### config.mk
export PLATFORM = sky130hd
export DESIGN_NAME = uart_rx
export DESIGN_NICKNAME = d
export VERILOG_FILES = /design/src/rtl/uart_rx.sv
export SDC_FILE = /design/constraint.sdc
export NUM_CORES = 1
export LEC_CHECK = 0
export CELL_PAD_IN_SITES_DETAIL_PLACEMENT = 1
export CELL_PAD_IN_SITES_GLOBAL_PLACEMENT = 1
export CORE_MARGIN = 2
export CORE_UTILIZATION = 38
export CTS_CLUSTER_DIAMETER = 80
export CTS_CLUSTER_SIZE = 25
export DETAILED_ROUTE_END_ITERATION = 8
export MAX_ROUTING_LAYER = met4
export PLACE_DENSITY = 0.79
export SLEW_MARGIN = 5
export SYNTH_ARGS = -nofsm -noshare
export SYNTH_HDL_FRONTEND = slang
export SYNTH_SLANG_ARGS = --single-unit
### constraint.sdc
create_clock -name clk -period 4.6 [get_ports clk]
set_clock_uncertainty 0.1 [all_clocks]
set_input_delay 0.69 -clock clk [delete_from_list [all_inputs] [get_ports clk]]
set_output_delay 0.69 -clock clk [all_outputs]
set_load 0.05 [all_outputs]
### src/rtl/uart_rx.sv
// 8N1 UART receiver: 2-flop synchroniser, mid-bit sampling, valid/ready output.
// Define UART_RX_PARITY_EN to add an even-parity bit after the data bits.
module uart_rx #(
    parameter int CLKS_PER_BIT = 434,
    parameter int W            = $clog2(CLKS_PER_BIT)
) (
    input  logic       clk,
    input  logic       rst,
    input  logic       rx,
    output logic [7:0] data,
    output logic       valid,
    input  logic       ready,
    output logic       frame_err,
    output logic       overrun,
    output logic       parity_err
);

    localparam logic [W-1:0] CNT_FULL = W'(CLKS_PER_BIT - 1);
    localparam logic [W-1:0] CNT_HALF = W'(CLKS_PER_BIT / 2 - 1);

    typedef enum logic [2:0] {
        IDLE,
        START,
        DATA,
`ifdef UART_RX_PARITY_EN
        PARITY,
`endif
        STOP,
        BREAK
    } state_t;

    state_t       state;
    logic [W-1:0] cnt;
    logic [2:0]   idx;
    logic [7:0]   shreg;
    logic         rx_m;
    logic         rx_s;
    logic         accept;

    assign accept = !valid || ready;

    always_ff @(posedge clk or posedge rst) begin
        if (rst) begin
            rx_m <= 1'b1;
            rx_s <= 1'b1;
        end else begin
            rx_m <= rx;
            rx_s <= rx_m;
        end
    end

`ifdef UART_RX_PARITY_EN
    logic par_bad;

    always_ff @(posedge clk or posedge rst) begin
        if (rst) begin
            par_bad    <= 1'b0;
            parity_err <= 1'b0;
        end else begin
            parity_err <= 1'b0;
            if (state == PARITY && cnt == CNT_FULL)
                par_bad <= (^shreg) ^ rx_s;
            // Reported with the delivery or the overrun of the same frame.
            if (state == STOP && cnt == CNT_FULL && rx_s)
                parity_err <= par_bad;
        end
    end
`else
    assign parity_err = 1'b0;
`endif

    always_ff @(posedge clk or posedge rst) begin
        if (rst) begin
            state     <= IDLE;
            cnt       <= '0;
            idx       <= '0;
            shreg     <= '0;
            data      <= '0;
            valid     <= 1'b0;
            frame_err <= 1'b0;
            overrun   <= 1'b0;
        end else begin
            frame_err <= 1'b0;
            overrun   <= 1'b0;
            if (valid && ready)
                valid <= 1'b0;

            unique case (state)
                IDLE: begin
                    cnt <= '0;
                    if (!rx_s)
                        state <= START;
                end
                START: begin
                    if (cnt == CNT_HALF) begin
                        cnt <= '0;
                        idx <= '0;
                        state <= rx_s ? IDLE : DATA;
                    end else begin
                        cnt <= cnt + 1'b1;
                    end
                end
                DATA: begin
                    if (cnt == CNT_FULL) begin
                        cnt   <= '0;
                        shreg <= {rx_s, shreg[7:1]};
                        idx   <= idx + 1'b1;
                        if (idx == 3'd7) begin
`ifdef UART_RX_PARITY_EN
                            state <= PARITY;
`else
                            state <= STOP;
`endif
                        end
                    end else begin
                        cnt <= cnt + 1'b1;
                    end
                end
`ifdef UART_RX_PARITY_EN
                PARITY: begin
                    if (cnt == CNT_FULL) begin
                        cnt   <= '0;
                        state <= STOP;
                    end else begin
                        cnt <= cnt + 1'b1;
                    end
                end
`endif
                STOP: begin
                    if (cnt == CNT_FULL) begin
                        cnt <= '0;
                        if (rx_s) begin
                            state <= IDLE;
                            if (accept) begin
                                data  <= shreg;
                                valid <= 1'b1;
                            end else begin
                                overrun <= 1'b1;
                            end
                        end else begin
                            frame_err <= 1'b1;
                            state     <= BREAK;
                        end
                    end else begin
                        cnt <= cnt + 1'b1;
                    end
                end
                BREAK: begin
                    // Line held low: wait for idle before looking for a start bit.
                    cnt <= '0;
                    if (rx_s)
                        state <= IDLE;
                end
                default: begin
                    cnt   <= '0;
                    state <= IDLE;
                end
            endcase
        end
    end

endmodule

==> out/qor.csv <==
metric,value,unit
share of cells above drive strength 1,0.208,
"delay-heaviest family, CP",simple AND/OR/NAND/NOR gates,
Peak VDD IR,138,uV
later-pin clock latency in the skew report,0.29,ns
Non-Filler Instances,204,
sw frac,0.207,
CP Capture Type,register,
headroom to the max-slew limit,0.511,
global-route wire length before repair,5.66,mm
Clock power frac,0.455,
root buffer cell,clkbuf_8,
Leakage,0.870,nW
RSZ-0062 raised after global routing,false,
synthesized cell area,0.00161,sq mm
met2 WL,1.66,mm
max incr delay on CP,0.48,ns
DR WL/cell,15.7,um
Syn. warnings,0,
largest buffer count on any clock path,2,
Core Rows,23,
hold-fix buffers at CTS,0,
"top cells by area, synth","dfrtp_1 (53%), mux2_2 (11%), ha_1 (3.9%)",
fin crit period,2.32,ns
#FFs+latches synth,36,
PD cells,317,mW/mm^2
kind of critical path,reg -> reg,
vias per cell,5.17,
iteration-0 DRC count of the detailed router,34,
RR Endpoint,cnt[2]$_DFF_PP0_,
Hold Startpoint,rx_m$_DFF_PP1_,
vias in the first global route,1152,
"critical path, cell by cell",inv_1 > ha_1 > or4b_1 > or3_4 > a32oi_2 > nor2_1,
Mapped Cells,134,
length of routed wiring on met1,1.38,mm
post-cts sizing count,0,
H-tree Lvls,2,
Seq pwr share,0.526,
Hold Path End,rx_s$_DFF_PP1_,
dpl hpwl,2.20,mm
RD Place Congestion,0.762,
CTS sink cnt,36,
Worst-path clk slew,0.07,ns
Pre-Repair DR Iteration Count,4,
Bufs and invs on worst path,1,
antenna diode count,0,
max-cap violation count,0,
final hold violations,0,
WHS Path Cells,0,
Met3 Routed Length,106,um
Crit path required time,4.66,ns
max frequency,431,MHz
post-route clock period utilization,0.504,
# DRC,0,
CP max-delay cell,a32oi_2,
total nets after synthesis,143,
Inserted Clock Buffers,5,
Starting Density,0.399,
worst reg2reg startpoint,cnt[0]$_DFF_PP0_,
syn_area_per_cell,12.0,sq um
core area,0.00403,sq mm
Die W,69.0,um
Antenna Nets Post-Route,0,
internal power,481,uW
Async SR Flop Fraction,1.00,
Vias,1054,
outcome,"finished, final reports clean",
predominant post-synthesis flop cell,dfrtp_1,
area delta synth->final,19.0,%
total gr overflow,0,
Final Routed Wirelength,3.21,mm
worst reg2reg path depth,6,
"Distinct cells, synth",33,
GRT Util Overall,0.159,
largest net degree at the start of global routing,37,
initial antenna violation count,0,
Nets,162,
number of synthesized flops with an enable pin,0,
Top Ports,16,
sw power,125,uW
"Setup violations, final",0,
Fillers,434,
CTS tree,done,
Setup TNS Final,0,ns
DR top layer,met4,
Critical Path Fanout Max,9,
CP Data Arrival Time,2.38,ns
Die ar.,0.00476,sq mm
R2R setup slack,2.28,ns
Startpoint Class,register,
Yosys top cell by area,dfrtp_1,
Synth top area share,0.530,
Hold Crit Class,reg -> reg,
sequential share of the synthesized area,0.562,
max-slew violations,0,
dpl cells,196,
die height,69.0,um
Comb pwr share,0.019,
Port Buffer Count,14,
Post-CTS Setup Inserts,0,
worst slew pin tran,0.727,ns
## cell type report
class | count | area [sq um] | share of cell area
Multi-Input combinational cell | 89 | 664 | 0.348
Timing Repair Buffer | 15 | 148 | 0.0772
Tap cell | 50 | 62.6 | 0.0327
Sequential cell | 36 | 903 | 0.473
Clock inverter | 3 | 42.5 | 0.0223
Clock buffer | 5 | 68.8 | 0.0360
Inverter | 6 | 22.5 | 0.0118
## routing by layer
| layer | track usage | vias to the layer above |
|---|---|---|
| met2 | 0.264 | 14 |
| met5 | - | - |
| li1 | - | 495 |
| met1 | 0.173 | 539 |
| met3 | 0.0526 | 6 |
| met4 | 0.0719 | 0 |
## metrics by stage
stage	instance area [sq um]	hold WS (ns)	worst slack [ns]	util	power, mW
after floorplan	1610	0.245	2.54	-	0.332
final	1910	0.267	2.28	0.475	0.607
after CTS	1910	0.273	2.23	0.475	0.616
after global routing	1910	0.274	2.14	0.475	0.638
after detailed placement	1800	0.259	2.00	0.447	0.337
after global placement	1800	0.251	2.11	0.447	0.337
## registers in the layout, summed over array words and instances (netlist names)
register,flops
state,3
shreg,8
overrun,1
rx_m,1
valid,1
data,8
idx,3
frame_err,1
rx_s,1
cnt,9
## cells in the mapped netlist (2+ instances only)
cell type and count:
a21oi_1 2, dfrtp_1 34, dfstp_2 2, ha_1 5
inv_1 6, mux2_2 16, mux2i_1 3, nand2_1 13
nand2b_1 2, nand3_1 5, nor2_1 14, nor2b_1 2
nor3_1 2, nor4_1 2, o21ai_0 3, xnor2_1 5
xor2_1 2
## cells in the final DEF (no fill, tap or decap), types with 5 or more instances in the layout
master / count
dfrtp_1: 34
nand3_1: 5
clkbuf_8: 5
inv_1: 6
ha_1: 5
clkdlybuf4s50_1: 14
nand2_1: 13
mux2_2: 16
xnor2_1: 5
nor2_1: 14
## cell families (layout without fill, tap and decap cells)
kind of cell               count (synthesis)  after routing  synth area share
and+or+nand+nor                           49             49             0.160
muxes                                     19             19             0.131
other                                      1              1           0.00233
xor gates and xnor gates                   7              7            0.0382
DFF                                       36             36             0.562
AOI/OAI and AO/OA                          8              8            0.0428
buffers and inverters                      9             29            0.0241
adders and majority gates                  5              5            0.0389
## power by group through the flow
| stage | sequential [mW] | clock (mW) | combinational, mW |
|---|---|---|---|
| after floorplan | 0.325 | 0 | 0.00747 |
| after global placement | 0.325 | 0 | 0.0114 |
| after detailed placement | 0.325 | 0 | 0.0119 |
| after CTS | 0.319 | 0.285 | 0.0118 |
| after global routing | 0.319 | 0.306 | 0.0129 |
| final | 0.319 | 0.276 | 0.0113 |
## how the worst max path moves through the flow
stage	start	endpoint	slack [ns]	depth (start not counted)
detailed placement	ready	data[1]$_DFFE_PP0P_	2.00	5
finish	cnt[0]$_DFF_PP0_	cnt[2]$_DFF_PP0_	2.28	6
global placement	ready	data[4]$_DFFE_PP0P_	2.11	5
CTS	cnt[0]$_DFF_PP0_	cnt[2]$_DFF_PP0_	2.23	6
global route	state[1]$_DFFE_PP0P_	idx[2]$_DFFE_PP0P_	2.14	4
floorplan	cnt[0]$_DFF_PP0_	state[1]$_DFFE_PP0P_	2.54	6
Power figures use the tool's default switching activity.
